===== src/rtl/hazard_ctrl_pipe.sv =====
// Pipeline control carrier for ID/EX, EX/MEM and MEM/WB with load-use stall,
// branch flush, EX-stage forwarding selects and a saturating bubble counter.
module hazard_ctrl_pipe #(
  parameter int CNT_W = 16
) (
  input  logic             clk_i,
  input  logic             rst_i,
  input  logic             id_RegWrite_i,
  input  logic             id_MemtoReg_i,
  input  logic             id_MemRead_i,
  input  logic             id_MemWrite_i,
  input  logic             id_ALUSrc_i,
  input  logic             id_Branch_i,
  input  logic [1:0]       id_ALUOp_i,
  input  logic [4:0]       id_rs1_i,
  input  logic [4:0]       id_rs2_i,
  input  logic [4:0]       id_rd_i,
  input  logic             branch_taken_i,
  input  logic             mem_stall_i,
  output logic             NoOp_o,
  output logic             PCWrite_o,
  output logic             IFIDWrite_o,
  output logic             Flush_o,
  output logic [1:0]       ex_ALUOp_o,
  output logic             ex_ALUSrc_o,
  output logic             mem_MemRead_o,
  output logic             mem_MemWrite_o,
  output logic             wb_RegWrite_o,
  output logic             wb_MemtoReg_o,
  output logic [4:0]       ex_rd_o,
  output logic [4:0]       mem_rd_o,
  output logic [4:0]       wb_rd_o,
  output logic [1:0]       ForwardA_o,
  output logic [1:0]       ForwardB_o,
  output logic [CNT_W-1:0] bubble_cnt_o
);

  logic             r_ex_RegWrite, r_ex_MemtoReg, r_ex_MemRead, r_ex_MemWrite;
  logic             r_ex_ALUSrc, r_ex_Branch;
  logic [1:0]       r_ex_ALUOp;
  logic [4:0]       r_ex_rs1, r_ex_rs2, r_ex_rd;
  logic             r_mem_RegWrite, r_mem_MemtoReg, r_mem_MemRead, r_mem_MemWrite;
  logic [4:0]       r_mem_rd;
  logic             r_wb_RegWrite, r_wb_MemtoReg;
  logic [4:0]       r_wb_rd;
  logic [CNT_W-1:0] r_cnt;

  logic w_freeze, w_load_use, w_bubble;
  // Branch is carried for downstream consumers but has no output port here.
  logic w_unused_branch;

  assign w_unused_branch = r_ex_Branch;
  assign w_freeze   = mem_stall_i;
  assign w_load_use = r_ex_MemRead & (r_ex_rd != 5'd0) &
                      ((r_ex_rd == id_rs1_i) | (r_ex_rd == id_rs2_i));
  // A hazard under freeze stays pending because ID/EX and ID both hold.
  assign w_bubble   = w_load_use & ~w_freeze;

  assign NoOp_o      = ~w_bubble;
  assign PCWrite_o   = ~w_freeze & ~w_load_use;
  assign IFIDWrite_o = ~w_freeze & ~w_load_use;
  assign Flush_o     = ~w_freeze & ~w_load_use & branch_taken_i;

  function automatic logic [1:0] fwd_sel(
    input logic [4:0] rs,
    input logic       mem_rw,
    input logic [4:0] mem_rd,
    input logic       wb_rw,
    input logic [4:0] wb_rd
  );
    logic [1:0] sel;
    sel = 2'b00;
    if (mem_rw && (mem_rd != 5'd0) && (mem_rd == rs))
      sel = 2'b10;
    else if (wb_rw && (wb_rd != 5'd0) && (wb_rd == rs))
      sel = 2'b01;
    return sel;
  endfunction

  assign ForwardA_o = fwd_sel(r_ex_rs1, r_mem_RegWrite, r_mem_rd, r_wb_RegWrite, r_wb_rd);
  assign ForwardB_o = fwd_sel(r_ex_rs2, r_mem_RegWrite, r_mem_rd, r_wb_RegWrite, r_wb_rd);

  // ID/EX stage
  always_ff @(posedge clk_i or negedge rst_i) begin
    if (!rst_i) begin
      r_ex_RegWrite <= 1'b0;
      r_ex_MemtoReg <= 1'b0;
      r_ex_MemRead  <= 1'b0;
      r_ex_MemWrite <= 1'b0;
      r_ex_ALUSrc   <= 1'b0;
      r_ex_Branch   <= 1'b0;
      r_ex_ALUOp    <= 2'b00;
      r_ex_rs1      <= 5'd0;
      r_ex_rs2      <= 5'd0;
      r_ex_rd       <= 5'd0;
    end else if (!w_freeze) begin
      if (w_bubble) begin
        r_ex_RegWrite <= 1'b0;
        r_ex_MemtoReg <= 1'b0;
        r_ex_MemRead  <= 1'b0;
        r_ex_MemWrite <= 1'b0;
        r_ex_ALUSrc   <= 1'b0;
        r_ex_Branch   <= 1'b0;
        r_ex_ALUOp    <= 2'b00;
        r_ex_rs1      <= 5'd0;
        r_ex_rs2      <= 5'd0;
        r_ex_rd       <= 5'd0;
      end else begin
        r_ex_RegWrite <= id_RegWrite_i;
        r_ex_MemtoReg <= id_MemtoReg_i;
        r_ex_MemRead  <= id_MemRead_i;
        r_ex_MemWrite <= id_MemWrite_i;
        r_ex_ALUSrc   <= id_ALUSrc_i;
        r_ex_Branch   <= id_Branch_i;
        r_ex_ALUOp    <= id_ALUOp_i;
        r_ex_rs1      <= id_rs1_i;
        r_ex_rs2      <= id_rs2_i;
        r_ex_rd       <= id_rd_i;
      end
    end
  end

  // EX/MEM and MEM/WB stages
  always_ff @(posedge clk_i or negedge rst_i) begin
    if (!rst_i) begin
      r_mem_RegWrite <= 1'b0;
      r_mem_MemtoReg <= 1'b0;
      r_mem_MemRead  <= 1'b0;
      r_mem_MemWrite <= 1'b0;
      r_mem_rd       <= 5'd0;
      r_wb_RegWrite  <= 1'b0;
      r_wb_MemtoReg  <= 1'b0;
      r_wb_rd        <= 5'd0;
    end else if (!w_freeze) begin
      r_mem_RegWrite <= r_ex_RegWrite;
      r_mem_MemtoReg <= r_ex_MemtoReg;
      r_mem_MemRead  <= r_ex_MemRead;
      r_mem_MemWrite <= r_ex_MemWrite;
      r_mem_rd       <= r_ex_rd;
      r_wb_RegWrite  <= r_mem_RegWrite;
      r_wb_MemtoReg  <= r_mem_MemtoReg;
      r_wb_rd        <= r_mem_rd;
    end
  end

  always_ff @(posedge clk_i or negedge rst_i) begin
    if (!rst_i)
      r_cnt <= '0;
    else if (w_bubble && (r_cnt != '1))
      r_cnt <= r_cnt + 1'b1;
  end

  assign ex_ALUOp_o     = r_ex_ALUOp;
  assign ex_ALUSrc_o    = r_ex_ALUSrc;
  assign ex_rd_o        = r_ex_rd;
  assign mem_MemRead_o  = r_mem_MemRead;
  assign mem_MemWrite_o = r_mem_MemWrite;
  assign mem_rd_o       = r_mem_rd;
  assign wb_RegWrite_o  = r_wb_RegWrite;
  assign wb_MemtoReg_o  = r_wb_MemtoReg;
  assign wb_rd_o        = r_wb_rd;
  assign bubble_cnt_o   = r_cnt;

endmodule

===== config.mk =====
export PLATFORM = sky130hd
export DESIGN_NAME = hazard_ctrl_pipe
export DESIGN_NICKNAME = d
export VERILOG_FILES = /design/src/rtl/hazard_ctrl_pipe.sv
export SDC_FILE = /design/constraint.sdc
export NUM_CORES = 1
export LEC_CHECK = 0
export BUFFER_PORTS_ARGS = -buffer_cell sky130_fd_sc_hd__buf_2
export CORE_UTILIZATION = 35
export CTS_CLUSTER_SIZE = 30
export DETAILED_ROUTE_END_ITERATION = 8
export GPL_ROUTABILITY_DRIVEN = 0
export PLACE_DENSITY = 0.62
export SETUP_SLACK_MARGIN = 0.02
export SYNTH_ARGS = -nofsm -noshare
export SYNTH_HDL_FRONTEND = slang
export SYNTH_SLANG_ARGS = --single-unit
export TNS_END_PERCENT = 1

===== constraint.sdc =====
create_clock -name clk_i -period 3.99 [get_ports clk_i]
set_clock_uncertainty 0.2 [all_clocks]
set_input_delay 0.798 -clock clk_i [delete_from_list [all_inputs] [get_ports clk_i]]
set_output_delay 0.798 -clock clk_i [all_outputs]
set_load 0.02 [all_outputs]

After elaboration in Yosys (flattened, before gate mapping)
Index checks and enable logic that the tools add are counted.
{ "word_totals": {"register_bits": 54, "input_bits": 27} }
{ "classes": {"addsub": 1, "n_eq_ne": 7, "n_mux": 13, "bitwise_logic": 9, "reduce_logical": 10} }
{ "op_table": {"columns": ["op", "count"], "rows": [
  ["$eq A5 B5 Y1", 6],
  ["$add A16 B1 Y16 const B", 1],
  ["$ne A16 B16 Y1 const B", 1],
  ["$mux W5", 3],
  ["$reduce_bool A5 Y1", 3],
  ["$logic_and A1 B1 Y1", 7],
  ["$mux W1", 7],
  ["$mux W2", 3],
  ["$and A1 B1 Y1", 5],
  ["$not A1 Y1", 3],
  ["$or A1 B1 Y1", 1]
]} }

Logic depth before layout (Yosys ltp)
{ "logic_depth": {"ltp_word": 6, "mapped_depth": 7, "depth_no_buf": 7} }

Least setup slack after synthesis
OpenSTA, ideal clock, no wires.
{ "synth_timing": {"path_kind": "register to output", "from": "register r_mem_rd[1], in the netlist mem_rd_o[1]", "to": "output port ForwardA_o[0]", "t_arrival_ns": 2.128, "required_ns": 2.992, "path_slack_ns": 0.864, "path_stages_with_launch": 5, "cell_sequence": "dfrtp_1 -> or4_1 -> o21ai_0 -> nor4_1 -> nor4_1"} }
{ "synth_via": {"elab_chain_len": 4, "elab_cells_between_ends": 5, "classes_between": "eq/ne: 1; mux: 1; reduce/logical: 3"} }
{ "synth_lines": {"columns": ["element", "line_no", "source"], "rows": [
  ["from (decl)", "43", "logic [4:0] r_mem_rd;"],
  ["from (signal assigned)", "139", "r_mem_rd <= r_ex_rd;"],
  ["$reduce_bool A5 Y1", "73", "if (mem_rw && (mem_rd != 5'd0) && (mem_rd == rs))"],
  ["$logic_and A1 B1 Y1", "73", null],
  ["$logic_and A1 B1 Y1 *", "73", null],
  ["$mux W2 *", "73", null],
  ["to (decl)", "33", "output logic [1:0] ForwardA_o,"]
]} }
Mark *: on every way between the ends. The rest lies on a longest branch, timed or not.

Worst setup path after layout
{ "layout_timing": {"from": "input port id_rs2_i[0]", "to": "output port Flush_o"} }
{ "layout_via": {"elab_chain_len": 6} }
{ "layout_lines": {"columns": ["element", "line_no", "source"], "rows": [
  ["from (decl)", "16", "input logic [4:0] id_rs2_i,"],
  ["$eq A5 B5 Y1", "55", "((r_ex_rd == id_rs1_i) | (r_ex_rd == id_rs2_i));"],
  ["$or A1 B1 Y1", "55", null],
  ["$and A1 B1 Y1", "54", "assign w_load_use = r_ex_MemRead & (r_ex_rd != 5'd0) &"],
  ["$not A1 Y1", "62", "assign Flush_o = ~w_freeze & ~w_load_use & branch_taken_i;"],
  ["$and A1 B1 Y1 (2 in series)", "62", null],
  ["to (decl)", "23", "output logic Flush_o,"]
]} }
No other way between the ends.

==> summary.md <==
| Metric | Value |
|---|---|
| Die ar. | slightly below 8000 um2 |
| Initial DRC Count | 188 |
| Static Leak | 1.61 nW |
| Post-synth net total | 288 |
| Worst setup EP type | output port |
| Sw Share | 0.307 |
| Initial Util | 0.364 |
| Die X | ~89 um |
| Clock network fraction of total power | 0.276 |
| PostCTS Resize Cnt | 0 |
| DR top layer | met4 |
| H-tree Lvls | 2 |
| RSZ-0062 raised after global routing | no |
| Post-route minimum period | between 3 and 4 ns |
| Clock tree buffer depth | 2 |
| Final setup viols | 0 |
| Antenna-violating nets left | 0 |
| Peak VDD IR | approximately 0.14 mV |
| Placed wire-length estimate | between 4 and 5 mm |
| Port bufs | between 70 and 80 |
| Synth cell types | 28 |
| Most used cell, CP | buf_2 |
| Cells after Synth | 260 |
| Status | completed |
| Fmax | around 320 MHz |
| Slew HR | 0.486 |
| Crit start category | input pin |
| Rows | 31 |
| Nets | between 300 and 400 |
| Yosys top cell by area | dfrtp_1 |
| Clock sink count | 54 |
| Clk_lat worst skew | 0.30 ns |
| GRT overflow | 0 |
| Yosys warning count | 0 |
| Core Area | between 7000 and 8000 um2 |
| Cell Pwr Density | 418 nW/um2 |
| Max_cap viols | 0 |
| Multi-input logic area | ~1300 um2 |
| # IOs | 73 |
| Combinational power share | 0.215 |
| Die Ht | between 80 and 90 um |
| Area occupied by registers | approximately 1400 um2 |
| Max incr delay on CP | roughly 0.44 ns |
| Crit path max-delay cell type | o32ai_4 |
| Vias in the first global route | a little under 2k |
| Sequential share of the synthesized area | 0.509 |
| Postcts setup bufs | 0 |
| Share of cells above drive strength 1 | 0.303 |
| TritonCTS clock tree | done |
| CTS Buf Count | 5 |
| ANT cells | 0 |
| Via count | about 2.1k |
| Hold Fails Final Rpt | 0 |
| Vias per Instance | around 4.8 |
| Clock tree root driver cell | clkbuf_8 |
| Worst-path cell chain | buf_2, xnor2_1, nand3_1, o32ai_4, a21oi_1, and2_1, buf_2 |
| Routed met2 length | 2.83 mm |
| Hold WC Path Type | register to register |
| FF+latch count, synth | 54 |
| Worst Path Required | between 2 and 3 ns |
| Drt first pass iters | 4 |
| Setup TNS | 0 ns |
| Total Power | 0.00135 W |
| Filler Cells Inserted | 758 |
| Syn_area_per_cell | between 10 and 15 um2 |
| Routed len/inst | about 14 um |
| Largest net degree at the start of global routing | 46 |
| Initial antenna violation count | 0 |
| Worst endpoint data arrival time | between 2 and 2.5 ns |
| Top-area cell type share of the netlist area | 0.509 |
| Dominant cells by area after synthesis | dfrtp_1, xor2_1, nand2_1 |
| Max-slew violation count | 0 |
| R2r setup slk | 1.49 ns |
| Met1 Routed Length | 2.92 mm |
| First-pass GRT wire length | a little under 10 mm |
| P_int | ~0.00093 W |
| CTS Hold Bufs | 0 |
| Mapped Area | approximately 2700 um2 |
| Crit-path max FO | 6 |
| Sequential power share | 0.509 |
| Worst Tran Pin Value | between 0.7 and 0.8 ns |
| Total wire length | approximately 6 mm |
| Total track usage | 0.163 |
| Synthesis-to-layout area growth | 21.3% |
| Met3 WL | 226 um |
| Post-route clock period utilization | 0.794 |
| Sw power | about 0.00041 W |
| Setup CP Type | input pin to output port |
| DRC | 0 |
| Clock Pin Slew Worst Setup and Hold Paths | ~0.09 ns |
| Layout Utilization | 0.442 |
[cell usage in the layout (no fill, tap or decap), types with 2 or more instances in the layout]
| cell | netlist | final |
|---|---|---|
| xnor2_1 | 16 | 16 |
| xor2_1 | 29 | 29 |
| clkbuf_8 | 0 | 6 |
| nand2_1 | 57 | 57 |
| or4_1 | 4 | 4 |
| nor4_1 | 10 | 10 |
| o21ai_0 | 24 | 24 |
| nand4_1 | 3 | 3 |
| nor3_1 | 6 | 6 |
| buf_2 | 0 | 71 |
| mux2_2 | 16 | 16 |
| nor2b_1 | 2 | 2 |
| buf_4 | 1 | 2 |
| nor2_1 | 4 | 4 |
| and2_1 | 2 | 2 |
| nand3_1 | 11 | 11 |
| dfrtp_1 | 54 | 54 |
[kinds of logic (layout without fill, tap and decap cells)]
family / count (synthesis) / count (layout) / synth area share
and+or+nand+nor: 105 / 105 / 0.189
DFF: 54 / 54 / 0.509
xor gates and xnor gates: 45 / 45 / 0.148
AOI/OAI and AO/OA: 28 / 28 / 0.0641
muxes: 16 / 16 / 0.0679
buffers and inverters: 11 / 81 / 0.0170
adders and majority gates: 1 / 1 / 0.00471
[path summary, 6_finish.rpt]
kind                                 start               end  depth (start not counted)
max                            id_rs2_i[0]           Flush_o                          7
min                            ex_ALUSrc_o       ex_ALUSrc_o                          2
max reg2reg                bubble_cnt_o[0]   bubble_cnt_o[1]                          6
min reg2reg                    ex_ALUSrc_o       ex_ALUSrc_o                          2
max in group asynchronous            rst_i        ex_rd_o[2]                          2
min in group asynchronous            rst_i  bubble_cnt_o[13]                          1
[critical path: cells and delay by family]
kind | cells | cell delay (ns)
xor gates and xnor gates | 1 | 0.15
buffers and inverters | 2 | 0.26
AOI/OAI and AO/OA | 2 | 0.61
and+or+nand+nor | 2 | 0.33
[area by class of cell]
type	instances	share of cell area
multi-input cells	195	0.391
repair buffers	73	0.115
flip-flops and latches	54	0.420
inverters	1	0.00117
clock inverters	1	0.00932
well taps	99	0.0385
clock buffers	6	0.0256
[per-stage QoR]
step / cells / hold WS, ns / area (um2) / worst slack, ns
after global routing: 429 / 0.328 / 3220 / 0.682
after detailed placement: 422 / 0.266 / 3110 / 0.780
after global placement: 422 / 0.265 / 3110 / 0.809
after floorplan: 260 / 0.249 / 2660 / 0.864
final: 429 / 0.285 / 3220 / 0.822
after CTS: 429 / 0.288 / 3220 / 0.783
[synth_stat cells, drive strengths merged]
library cell / count
nand2b: 1
or3: 1
clkbuf: 9
o31ai: 1
o21ai: 24
nor2b: 2
nor4b: 1
o32ai: 1
nor4: 10
o311a: 1
nand3: 11
nand4: 3
nand2: 59
a21oi: 1
inv: 1
nor3: 6
dfrtp: 54
mux2: 16
ha: 1
xor2: 29
buf: 1
nor2: 4
and3: 1
xnor2: 16
or4: 4
and2: 2
[power groups by stage]
stage | Sequential [W] | Clock (W) | Combinational (W)
2_1_floorplan | 0.000728 | 0 | 0.000147
3_3_place_gp | 0.000694 | 0 | 0.000287
3_5_place_dp | 0.000696 | 0 | 0.000292
4_1_cts | 0.000686 | 0.000387 | 0.000294
5_1_grt | 0.000697 | 0.000412 | 0.000325
6_report | 0.000685 | 0.000372 | 0.000289
[layer usage]
layer,up-vias,global-route usage
met3,4,0.0360
met5,-,0
met2,41,0.257
li1,1029,-
met4,0,0.0418
met1,991,0.227
[registers in the layout, summed over array words and instances (netlist names), 2 cells and up]
name          cells
bubble_cnt_o     16
ex_rd_o           5
mem_rd_o          5
r_ex_rs1          5
r_ex_rs2          5
wb_rd_o           5
ex_ALUOp_o        2
(Power assumes the default switching activity.)
